`src/rtl/fetch_controller.sv`:
```
// Instruction fetch sequencer: one outstanding request to a variable-latency memory,
// holds the fetched word for decode, applies redirects and drops stale responses.
module fetch_controller #(
    parameter int                    DATA_WIDTH   = 32,
    parameter logic [DATA_WIDTH-1:0] RESET_VECTOR = 32'hBFC00000,
    parameter int                    COUNT_WIDTH  = 32
) (
    input  logic                   clk,
    input  logic                   rst,
    input  logic                   trigger,
    input  logic                   stall,
    input  logic                   redirect,
    input  logic [DATA_WIDTH-1:0]  redirect_pc,
    output logic                   mem_req,
    output logic [DATA_WIDTH-1:0]  mem_addr,
    input  logic                   mem_rvalid,
    input  logic [DATA_WIDTH-1:0]  mem_rdata,
    output logic [DATA_WIDTH-1:0]  instr,
    output logic                   instr_valid,
    output logic [DATA_WIDTH-1:0]  pc_out,
    output logic [COUNT_WIDTH-1:0] fetch_count
);

    typedef enum logic [2:0] {
        ST_IDLE  = 3'd0,
        ST_REQ   = 3'd1,
        ST_WAIT  = 3'd2,
        ST_HOLD  = 3'd3,
        ST_DRAIN = 3'd4
    } state_t;

    localparam logic [DATA_WIDTH-1:0]  PC_STEP    = {{(DATA_WIDTH-3){1'b0}}, 3'b100};
    localparam logic [DATA_WIDTH-1:0]  ALIGN_MASK = ~{{(DATA_WIDTH-2){1'b0}}, 2'b11};
    localparam logic [COUNT_WIDTH-1:0] COUNT_ONE  = {{(COUNT_WIDTH-1){1'b0}}, 1'b1};

    state_t                   state_r, state_s;
    logic [DATA_WIDTH-1:0]    pc_r, pc_s;
    logic [DATA_WIDTH-1:0]    instr_r, instr_s;
    logic                     instr_valid_r, instr_valid_s;
    logic                     kill_r, kill_s;
    logic                     mem_req_r;
    logic [COUNT_WIDTH-1:0]   count_r, count_s;
    logic [DATA_WIDTH-1:0]    target_s;

    assign target_s = redirect_pc & ALIGN_MASK;

    // Next-state and datapath update; trigger=0 overrides redirect and accept everywhere.
    always_comb begin
        state_s       = state_r;
        pc_s          = pc_r;
        instr_s       = instr_r;
        instr_valid_s = instr_valid_r;
        kill_s        = kill_r;
        count_s       = count_r;
        case (state_r)
            ST_IDLE: begin
                pc_s          = RESET_VECTOR;
                kill_s        = 1'b0;
                instr_valid_s = 1'b0;
                if (trigger) begin
                    state_s = ST_REQ;
                end else begin
                    state_s = ST_IDLE;
                end
            end
            ST_REQ: begin
                if (!trigger) begin
                    state_s = ST_DRAIN;
                end else begin
                    state_s = ST_WAIT;
                    if (redirect) begin
                        pc_s   = target_s;
                        kill_s = 1'b1;
                    end else begin
                        kill_s = kill_r;
                    end
                end
            end
            ST_WAIT: begin
                if (!trigger) begin
                    state_s = ST_DRAIN;
                end else if (mem_rvalid) begin
                    // A redirect arriving with the response also makes that response stale.
                    if (kill_r || redirect) begin
                        kill_s  = 1'b0;
                        pc_s    = redirect ? target_s : pc_r;
                        state_s = ST_REQ;
                    end else begin
                        instr_s       = mem_rdata;
                        instr_valid_s = 1'b1;
                        state_s       = ST_HOLD;
                    end
                end else if (redirect) begin
                    pc_s   = target_s;
                    kill_s = 1'b1;
                end else begin
                    state_s = ST_WAIT;
                end
            end
            ST_HOLD: begin
                if (!trigger) begin
                    instr_valid_s = 1'b0;
                    pc_s          = RESET_VECTOR;
                    kill_s        = 1'b0;
                    state_s       = ST_IDLE;
                end else if (!stall) begin
                    instr_valid_s = 1'b0;
                    count_s       = count_r + COUNT_ONE;
                    pc_s          = redirect ? target_s : (pc_r + PC_STEP);
                    state_s       = ST_REQ;
                end else if (redirect) begin
                    instr_valid_s = 1'b0;
                    pc_s          = target_s;
                    state_s       = ST_REQ;
                end else begin
                    state_s = ST_HOLD;
                end
            end
            ST_DRAIN: begin
                if (mem_rvalid) begin
                    pc_s    = RESET_VECTOR;
                    kill_s  = 1'b0;
                    state_s = ST_IDLE;
                end else begin
                    state_s = ST_DRAIN;
                end
            end
            default: begin
                state_s       = ST_IDLE;
                pc_s          = RESET_VECTOR;
                instr_valid_s = 1'b0;
                kill_s        = 1'b0;
            end
        endcase
    end

    // State and datapath registers; mem_req is registered from the next state.
    always_ff @(posedge clk or posedge rst) begin
        if (rst) begin
            state_r       <= ST_IDLE;
            pc_r          <= RESET_VECTOR;
            instr_r       <= {DATA_WIDTH{1'b0}};
            instr_valid_r <= 1'b0;
            kill_r        <= 1'b0;
            mem_req_r     <= 1'b0;
            count_r       <= {COUNT_WIDTH{1'b0}};
        end else begin
            state_r       <= state_s;
            pc_r          <= pc_s;
            instr_r       <= instr_s;
            instr_valid_r <= instr_valid_s;
            kill_r        <= kill_s;
            mem_req_r     <= (state_s == ST_REQ);
            count_r       <= count_s;
        end
    end

    assign mem_req     = mem_req_r;
    assign mem_addr    = pc_r;
    assign pc_out      = pc_r;
    assign instr       = instr_r;
    assign instr_valid = instr_valid_r;
    assign fetch_count = count_r;

endmodule

```
`config.mk`:
```
export PLATFORM = sky130hd
export DESIGN_NAME = fetch_controller
export DESIGN_NICKNAME = d
export VERILOG_FILES = /design/src/rtl/fetch_controller.sv
export SDC_FILE = /design/constraint.sdc
export NUM_CORES = 1
export LEC_CHECK = 0
export ABC_AREA = 1
export BUFFER_PORTS_ARGS = -buffer_cell sky130_fd_sc_hd__buf_2
export CORE_UTILIZATION = 40
export CTS_BUF_LIST = sky130_fd_sc_hd__clkbuf_2 sky130_fd_sc_hd__clkbuf_4 sky130_fd_sc_hd__clkbuf_8
export DETAILED_ROUTE_END_ITERATION = 8
export PLACE_DENSITY = 0.67
export SETUP_SLACK_MARGIN = 0.05
export SLEW_MARGIN = 20
export SYNTH_ARGS = -nofsm -noshare
export SYNTH_HDL_FRONTEND = slang
export SYNTH_SLANG_ARGS = --single-unit
```
`constraint.sdc`:
```
create_clock -name clk -period 4.1 [get_ports clk]
set_input_delay 0.205 -clock clk [delete_from_list [all_inputs] [get_ports clk]]
set_output_delay 0.205 -clock clk [all_outputs]
set_load 0.03 [all_outputs]
```
==> flow_summary.json, run 1 <==
{
  "synth_flop_cell": "dfrtp_1",
  "final_area_um2": 7913,
  "post-place-ws_ns": 1.810,
  "port-buffer-count": 197,
  "wl_per_cell_um": 14.22,
  "cts_tree": "done",
  "drive_above_1_share_pct": 22.60,
  "synthesis.area_um2": 6588,
  "grt_overflow_total": 0,
  "maxSlewHeadroom_pct": 37.91,
  "crit_family": "simple AND/OR/NAND/NOR gates",
  "setup_viol": 0,
  "cp.depth": 10,
  "ant_nets": 0,
  "hpwl_mm": 13.63,
  "fmax_ghz": 0.4292,
  "fillers": 1696,
  "drv_slew": 0,
  "ys_ff_latch": 102,
  "core_um2": 16000,
  "h-tree-depth": 3,
  "viasPerCell": 4.920,
  "max-clock-path-buffers": 2,
  "endpoint_kind": "flip-flop",
  "postSynthCellCount": 966,
  "pwr-share-comb_pct": 51.3,
  "status": "completed",
  "p_per_area_nw_per_um2": 599.5,
  "worst_pin_slew_ns": 0.9314,
  "fin_crit_ns": 2.330,
  "rows": 46,
  "grt_max_degree": 74,
  "pin_count": 200,
  "switching_share_pct": 52.49,
  "crit_type": "reg -> reg",
  "rsz0062_at_grt": "false",
  "crit_fanout": 25,
  "cp-start-kind": "flip-flop",
  "drc": 0,
  "drv_cap": 0,
  "critPathRequiredTime_ns": 4.43,
  "grt_pass1_vias": 6048,
  "clkPwrFrac_pct": 13.3,
  "track_usage_pct": 23.36,
  "hp-class": "in -> async",
  "power.internal_mw": 2.254,
  "start_util_pct": 41.17,
  "drt-pass1-iter-count": 5,
  "dieArea_um2": 16990,
  "cpPeakStageDelay_ns": 0.42,
  "clkTransAtPathRegs_ns": 0.11,
  "drtIter0Drc": 403,
  "clk_latency_ns": 0.39,
  "multi_input_area_um2": 3287,
  "syn2layout_area_growth_pct": 20.11,
  "synth_edf_count": 0,
  "p_leak_nw": 4.306,
  "antenna_found_initial": 3,
  "synthDistinctLibCells": 46,
  "r2r-start": "state_r[1]",
  "die_x_um": 130.3,
  "rrSetupSlack_ns": 1.77,
  "grt_pass1_wl_mm": 30.65,
  "wl_mm": 19.41,
  "p_switching_mw": 2.490,
  "finClkSkew_ns": 0.009629,
  "die_y_um": 130.3,
  "synth.avg_cell_area_um2": 6.819,
  "path_cells": "inv_1 -> nand3_1 -> nand2_2 -> inv_2 -> o21ai_4 -> buf_4 -> nor2_2 -> clkinv_1 -> nor2_1 -> a21oi_1",
  "stdcell_count": 1365,
  "timing.final.ws_setup_ns": 1.770,
  "critPathBufInv": 4,
  "critPathArrivalTime_ns": 2.66,
  "ys_seq_area_share_pct": 38.92,
  "cts_setup_buffers": 0,
  "placedCellCount": 1325,
  "clock_sinks": 102,
  "synth_fp_nets": 1038,
  "final.setup.tns_ns": 0,
  "post-route-util_pct": 49.45,
  "cts_buffers": 9,
  "hold_slack_ns": 0.009392,
  "hold_viol": 0,
  "yosysWarnings": 0,
  "seq_area_um2": 2564,
  "layout_worst_path_cycle_share_pct": 56.83,
  "regToRegEndpoint": "mem_addr[31]",
  "vias": 6716,
  "nNetsFinal": 1213,
  "root_buffer": "clkbuf_8",
  "gp_congestion": 0.8656,
  "place_area_um2": 7512,
  "irDropWorstVdd_mv": 0.3730,
  "r2r_cells": 10,
  "finalPower_mw": 4.743,
  "critPathSlowestCell": "dfrtp_1",
  "synth-async-reset-ratio_pct": 100.0,
  "p_seq_share_pct": 35.5
}
-- cell type report --
type | instances | share of cell area, %
Multi-Input combinational cell | 709 | 41.54
Clock inverter | 6 | 0.5693
Tap cell | 216 | 3.416
Sequential cell | 102 | 32.40
Inverter | 96 | 4.649
Timing Repair Buffer | 223 | 15.59
Antenna cell | 3 | 0.09488
Clock buffer | 10 | 1.739
-- synthesized netlist by cell type, types with 2 or more instances --
cell	n	area share, %
a21oi_1	30	2.3
a31oi_1	6	0.57
and2_1	2	0.19
buf_1	2	0.11
buf_2	15	1.1
buf_4	33	3.8
clkbuf_1	8	0.46
clkinv_1	2	0.11
dfrtp_1	93	35
dfstp_2	9	3.6
ha_1	2	0.38
inv_1	88	5.0
inv_2	4	0.23
inv_4	2	0.19
nand2_1	324	18
nand2_2	2	0.19
nand3_1	52	4.0
nand3_2	2	0.30
nand3b_1	4	0.46
nand4_1	19	1.8
nor2_1	140	8.0
nor2_2	3	0.28
nor2_4	2	0.34
nor2_8	3	0.91
nor3_1	15	1.1
o211ai_1	2	0.23
o21ai_0	39	3.0
o21ai_1	10	0.76
o31ai_1	2	0.23
or2_2	7	0.66
xnor2_1	11	1.5
xor2_1	19	2.5
-- cell families after synthesis --
kind of cell,synth area share [%]
compound gates,7.863
flops,38.92
simple gates,37.66
buf+inv,11.19
xor+xnor,3.989
fa+ha+maj,0.3798
-- worst max-delay path by stage --
stage / to / slack (ns) / from
final: mem_addr[31] / 1.77 / state_r[1]
after CTS: mem_addr[31] / 1.76 / state_r[1]
after global routing: instr[23] / 1.56 / state_r[2]
after detailed placement: mem_addr[31] / 1.81 / state_r[1]
after floorplan: fetch_count[0] / 1.23 / rst
after global placement: mem_addr[22] / 1.86 / state_r[1]
-- sequential cells by signal (all words and copies together), names as in the netlist --
| register | cells |
|---|---|
| instr | 32 |
| mem_addr | 32 |
| state_r | 3 |
| instr_valid | 1 |
| mem_req | 1 |
| kill_r | 1 |
| fetch_count | 32 |
-- cells in the final DEF, fill, tap and decap left out, drive strengths merged --
cell,instances
o21a,1
nand4,20
xnor2,11
dfstp,9
and2,3
o21ai,50
dfrtp,93
a31oi,6
nor4,2
o2111ai,1
o31ai,2
buf,202
xor2,19
o22ai,1
clkbuf,10
nor2,148
a31o,1
clkinvlp,3
clkinv,4
dlygate4sd3,21
o211ai,2
nand3b,4
ha,2
o21bai,1
nand2,327
nand3,54
diode,3
or2,8
nor3,16
a21oi,30
inv,95
-- timing repair --
action	CTS	global route
hold endpoints to repair	21	0
hold buffers	21	0
resized for setup	0	0
-- layer usage --
metal,global-route usage [%],part of all wire [%],vias up
met3,4.018,6.8,22
met2,37.98,46,237
li1,-,-,3359
met4,8.181,1.9,0
met1,31.38,45,3098
met5,0,0,-
-- worst register-to-register path: stages (launching register included) --
cell and delay (ns):
dfrtp_1 0.42, inv_1 0.07, nand3_1 0.19, nand2_2 0.27
inv_2 0.25, o21ai_4 0.07, buf_4 0.25, nor2_2 0.36
clkinv_1 0.20, nor2_1 0.12, a21oi_1 0.07
-- power by group through the flow --
stage	clock network [mW]	logic, mW	registers [mW]
3_5_place_dp	0	2.42	1.68
5_1_grt	0.682	2.67	1.73
4_1_cts	0.648	2.44	1.68
6_report	0.631	2.43	1.68
3_3_place_gp	0	2.39	1.69
2_1_floorplan	0	1.33	2.17
(Power assumes the default switching activity.)
==> inputs of run 2 (changes only) <==
Settings changed: ABC_AREA 1 to 0, PLACE_DENSITY 0.67 to 0.71.
Clock period 4.1 ns to 2.1 ns, I/O delays scaled along.
==> run 2 against run 1 <==
  * Global-route usage is 0.67 points lower
  * Worst setup slack worse by 1.6 ns
  * Non-clock buffer count is 79 higher
  * Core utilization is 6.7 points higher
  * Maximum frequency is 18% higher
  * Clock skew is 0.0027 ns higher
  * Largest cell class unchanged
==> flow_summary.json, run 2 <==
{
  "crit_type": "reg -> reg",
  "ant_nets": 0,
  "hold_depth": 3,
  "final_area_um2": 7858,
  "final_cell_mix": "197 x buf_2, 86 x dfrtp_1, 65 x buf_4",
  "synth_fp_nets": 667,
  "critPathRequiredTime_ns": 2.39,
  "synth_flop_cell": "dfrtp_1",
  "fmax_ghz": 0.5077,
  "synthDistinctLibCells": 72,
  "maxSlewHeadroom_pct": 63.61,
  "clkTransAtPathRegs_ns": 0.11,
  "wl_per_cell_um": 16.52,
  "r2r-start": "mem_addr[2]",
  "antenna_found_initial": 0,
  "die_x_um": 122.3,
  "port-buffer-count": 197,
  "hpwl_mm": 12.18,
  "netlist_top_cells_count": "93 x dfrtp_1, 39 x nand2_1, 38 x a21oi_1",
  "cp-start-kind": "flip-flop",
  "max-clock-path-buffers": 2,
  "synth_edf_count": 0,
  "grt_pass1_wl_mm": 26.43,
  "fin_crit_ns": 1.970,
  "synth.avg_cell_area_um2": 9.736,
  "hp-class": "in -> reg",
  "viasPerCell": 5.511,
  "yosysTopAreaCellShare_pct": 40.17,
  "drv_slew": 0,
  "start_util_pct": 41.41,
  "layout_worst_path_cycle_share_pct": 93.79,
  "yosysWarnings": 0,
  "finClkSkew_ns": 0.01237,
  "grt_pass1_vias": 5123,
  "regToRegEndpoint": "mem_addr[30]",
  "p_per_area_nw_per_um2": 1087,
  "worst_pin_slew_ns": 0.5458,
  "h-tree-depth": 3,
  "synthesis.area_um2": 5793,
  "postSynthCellCount": 595,
  "crit_fanout": 4,
  "track_usage_pct": 22.70,
  "place_area_um2": 7202,
  "drive_above_1_share_pct": 42.77,
  "worstHoldEndpoint": "mem_addr[29]",
  "vias": 5682,
  "cts_tree": "done",
  "final_common_cell": "buf_2",
  "grt_overflow_total": 0,
  "worstHoldStart": "redirect_pc[29]",
  "antenna_cells": 0,
  "post-route-util_pct": 56.17,
  "root_buffer": "clkbuf_8",
  "pin_count": 200,
  "final.setup.tns_ns": 0,
  "endpoint_kind": "flip-flop",
  "wl_mm": 17.04,
  "setup_viol": 0,
  "p_leak_nw": 3.924,
  "status": "completed",
  "core_um2": 13990,
  "finalPower_mw": 8.545,
  "ys_ff_latch": 102,
  "drc": 0,
  "clock_sinks": 102,
  "nNetsFinal": 918,
  "synth-async-reset-ratio_pct": 100.0,
  "critPathArrivalTime_ns": 2.26,
  "ys_seq_area_share_pct": 44.25,
  "fillers": 1271,
  "grt_max_degree": 103,
  "synth_most_common_cell": "dfrtp_1",
  "hold_viol": 0,
  "netlist_top_cells_area": "dfrtp_1 40%, mux2_2 6.8%, buf_4 4.1%, dfstp_2 4.1%, xnor2_1 3.5%",
  "gp_congestion": 0.8648,
  "rrSetupSlack_ns": 0.13,
  "r2r_cells": 6,
  "drv_cap": 0,
  "synth_top_area_cell": "dfrtp_1",
  "rows": 43,
  "rsz0062_at_grt": "true",
  "drtIter0Drc": 549,
  "cts_buffers": 9,
  "irDropWorstVdd_mv": 0.5330,
  "syn2layout_area_growth_pct": 35.64,
  "die_y_um": 122.3,
  "dieArea_um2": 14970,
  "clk_latency_ns": 0.38,
  "drt-pass1-iter-count": 5
}
==> run 2: cell types whose count changed after synthesis, moves of 15 or more <==
cell | before | now
nand2_1 | 324 | 39
nor2_1 | 140 | 33
inv_1 | 88 | 17
mux2_2 | 0 | 35
nand3_1 | 52 | 24
and3_1 | 0 | 15
==> run 2: layout make-up <==
| type | count | area, um2 | area share (%) |
|---|---|---|---|
| Multi-Input combinational cell | 413 | 2892 | 36.80 |
| Sequential cell | 102 | 2572 | 32.74 |
| Timing Repair Buffer | 302 | 1916 | 24.38 |
| Tap cell | 180 | 225.2 | 2.866 |
| Clock buffer | 9 | 123.9 | 1.576 |
| Inverter | 18 | 71.32 | 0.9076 |
| Clock inverter | 7 | 57.56 | 0.7325 |
==> run 2: worst max path at each step <==
stage / start / cells after the start / slack (ns) / end
after floorplan: mem_addr[2] / 6 / -0.04 / mem_addr[28]
after global placement: kill_r / 6 / 0.07 / mem_addr[21]
after detailed placement: kill_r / 6 / 0.03 / mem_addr[21]
after CTS: state_r[2] / 6 / 0.03 / fetch_count[6]
after global routing: mem_addr[4] / 5 / 0.04 / mem_addr[15]
final: mem_addr[2] / 6 / 0.13 / mem_addr[30]
==> run 2: report_power, final <==
| group | total (mW) | internal, mW | switching (mW) |
|---|---|---|---|
| Clock | 1.21 | 0.451 | 0.761 |
| Sequential | 2.81 | 2.44 | 0.370 |
| Combinational | 4.52 | 1.69 | 2.83 |
==> run 2: critical path, cell delays in order (launching register included) <==
cell and delay, ns:
dfrtp_2 0.42, ha_4 0.15, nand4_2 0.12, or4_4 0.62
nor3_4 0.25, a31oi_1 0.12, o22a_1 0.20
==> run 2: cells by family (layout without fill, tap and decap cells) <==
| logic type | count (synthesis) | in the layout | share of synthesized area, % |
|---|---|---|---|
| buf+inv | 80 | 336 | 7.408 |
| xor+xnor | 32 | 32 | 4.838 |
| simple gates | 189 | 189 | 17.73 |
| compound gates | 153 | 153 | 18.19 |
| flops | 102 | 102 | 44.25 |
| fa+ha+maj | 2 | 2 | 0.4319 |
| mux | 37 | 37 | 7.149 |
==> run 2: timing repair <==
| item | in CTS | in global routing |
|---|---|---|
| setup buffers | 2 | 5 |
| pin swaps | 1 | 12 |
| resized for setup | 2 | 12 |
| hold buffers | 35 | 0 |
| hold endpoints to repair | 127 | 0 |
| setup endpoints to repair | 4 | 28 |
==> run 2: routing by layer <==
metal / track usage [%] / wire, um
met2: 37.57 / 8260
met5: 0 / 0
met4: 6.784 / 240
met1: 30.89 / 7424
met3: 2.881 / 1109
==> run 2: through the flow <==
stage	std cells	hold slack [ns]	worst slack [ns]
final	1031	0.04161	0.1304
after floorplan	595	0.2290	-0.04195
after global placement	973	0.3177	0.06775
after detailed placement	973	0.3139	0.02848
after CTS	1026	0.02988	0.03044
after global routing	1031	0.04962	0.03524
==> inputs of run 3 (changes only) <==
Settings changed: CORE_MARGIN set to 5.
==> run 3 against run 2 <==
  * Core utilization shrank 1.7 points
  * Register-to-register slack lost 0.03 ns
  * Total power grew 1.1%
  * Critical endpoint is now mem_addr[19]
==> flow_summary.json, run 3 (synthesis results as in run 2) <==
{
  "status": "completed",
  "clkTransAtPathRegs_ns": 0.11,
  "pwr-share-comb_pct": 51.7,
  "wl_mm": 18.27,
  "grt_pass1_vias": 5309,
  "path_cells": "or3b_4 -> a2111o_1 -> o311a_4 -> buf_12 -> mux2i_1 -> a311oi_1",
  "antenna_found_initial": 0,
  "fmax_ghz": 0.4999,
  "final.setup.tns_ns": 0,
  "fin_crit_ns": 2.000,
  "hold_viol": 0,
  "setup_viol": 0,
  "grt_pass1_wl_mm": 28.36,
  "drc": 0,
  "place_area_um2": 7162,
  "hold_slack_ns": 0.05696,
  "switching_share_pct": 45.84,
  "grt_max_degree": 103,
  "placedCellCount": 971,
  "viasPerCell": 5.471,
  "start_util_pct": 40.32,
  "grt_overflow_total": 0,
  "cp-start-kind": "flip-flop",
  "power.internal_mw": 4.680,
  "cts_tree": "done",
  "root_buffer": "clkbuf_8",
  "drive_above_1_share_pct": 42.47,
  "max-clock-path-buffers": 2,
  "drv_cap": 0,
  "ant_nets": 0,
  "p_seq_share_pct": 32.5,
  "cpPeakStageDelay_ns": 0.42,
  "crit_type": "reg -> reg",
  "final_area_um2": 7834,
  "clk_latency_ns": 0.38,
  "pin_count": 200,
  "drv_slew": 0,
  "h-tree-depth": 3,
  "crit_fanout": 15,
  "hpwl_mm": 12.75,
  "clock_sinks": 102,
  "p_leak_nw": 3.901,
  "nNetsFinal": 910,
  "rows": 44,
  "dieArea_um2": 16990,
  "hp-class": "in -> reg",
  "drt-pass1-iter-count": 6,
  "critPathSlowestCell": "a2111o_1",
  "p_switching_mw": 3.960,
  "gp_congestion": 0.8639,
  "vias": 5624,
  "critPathArrivalTime_ns": 2.28,
  "cts_buffers": 9,
  "stdcell_count": 1028,
  "finClkSkew_ns": 0.01752,
  "finalPower_mw": 8.641,
  "syn2layout_area_growth_pct": 35.23,
  "final_cell_mix": "197 x buf_2, 85 x dfrtp_1, 58 x buf_4",
  "layout_worst_path_cycle_share_pct": 95.25,
  "worst_pin_slew_ns": 0.7703,
  "endpoint_kind": "flip-flop",
  "irDropWorstVdd_mv": 0.5823,
  "final_common_cell": "buf_2",
  "fillers": 1329,
  "die_x_um": 130.3,
  "rsz0062_at_grt": "true",
  "core_um2": 14370,
  "wl_per_cell_um": 17.77,
  "critPathRequiredTime_ns": 2.37,
  "track_usage_pct": 20.97,
  "p_per_area_nw_per_um2": 1103,
  "maxSlewHeadroom_pct": 48.10,
  "clkPwrFrac_pct": 15.8,
  "drtIter0Drc": 413,
  "port-buffer-count": 197,
  "die_y_um": 130.3
}
## run 3: cell count changes in the layout (fill, tap and decap cells not counted), moves of 2 or more
cell | previous run | this run
clkinv_2 | 2 | 0
a221oi_1 | 4 | 2
buf_4 | 65 | 58
inv_6 | 1 | 3
a221oi_2 | 1 | 3
## run 3: metal layers
| metal | up-vias | global-route usage (%) | part of all wire (%) |
|---|---|---|---|
| met5 | - | 0 | 0 |
| met4 | 0 | 5.747 | 1.3 |
| met3 | 23 | 3.971 | 7.2 |
| met2 | 237 | 34.37 | 49 |
| met1 | 2706 | 28.56 | 42 |
| li1 | 2658 | - | - |
## run 3: power by group through the flow
stage	combinational [mW]	clock, mW	sequential, mW
floorplan	2.20	0	3.65
global placement	4.26	0	2.82
detailed placement	4.30	0	2.85
CTS	4.41	1.40	2.80
global route	4.78	1.47	2.88
finish	4.47	1.36	2.81
## run 3: final timing paths
path	start	end	slack [ns]	cells past startpoint
setup / recovery	kill_r	mem_addr[19]	0.1	6
hold / removal	redirect_pc[26]	mem_addr[26]	0.06	3
setup reg to reg	kill_r	mem_addr[19]	0.1	6
hold reg to reg	fetch_count[31]	fetch_count[31]	0.48	1
max in group asynchronous	rst	mem_addr[16]	1.23	4
min in group asynchronous	rst	fetch_count[28]	0.43	4
## run 3: timing repair
action | CTS | global route
hold buffers | 35 | 0
pin swaps | 2 | 6
gates resized for setup | 1 | 12
gates cloned | 0 | 0
endpoints found under the hold margin | 127 | 0
setup endpoints to repair | 3 | 22
setup buffers | 2 | 3
## run 3: cell type report
class / count / area (um2) / share of cell area, %
Clock buffer: 10 / 137.6 / 1.757
Inverter: 18 / 71.32 / 0.9104
Antenna cell: 1 / 2.502 / 0.03194
Tap cell: 184 / 230.2 / 2.939
Multi-Input combinational cell: 413 / 2890 / 36.90
Timing Repair Buffer: 294 / 1852 / 23.64
Sequential cell: 102 / 2574 / 32.85
Clock inverter: 6 / 76.32 / 0.9743
## run 3: stage by stage
step	setup slack (ns)	util [%]
2_1_floorplan	-0.04195	-
3_3_place_gp	0.07745	49.84
3_5_place_dp	0.04534	49.84
4_1_cts	0.05514	53.95
5_1_grt	0.02795	54.50
6_report	0.09975	54.52
## run 3: critical path, delay by kind of cell, from the launching register on
kind | cells | cell delay (ns)
compound gates | 3 | 0.83
buf+inv | 1 | 0.16
flops | 1 | 0.39
mux | 1 | 0.12
simple gates | 1 | 0.40
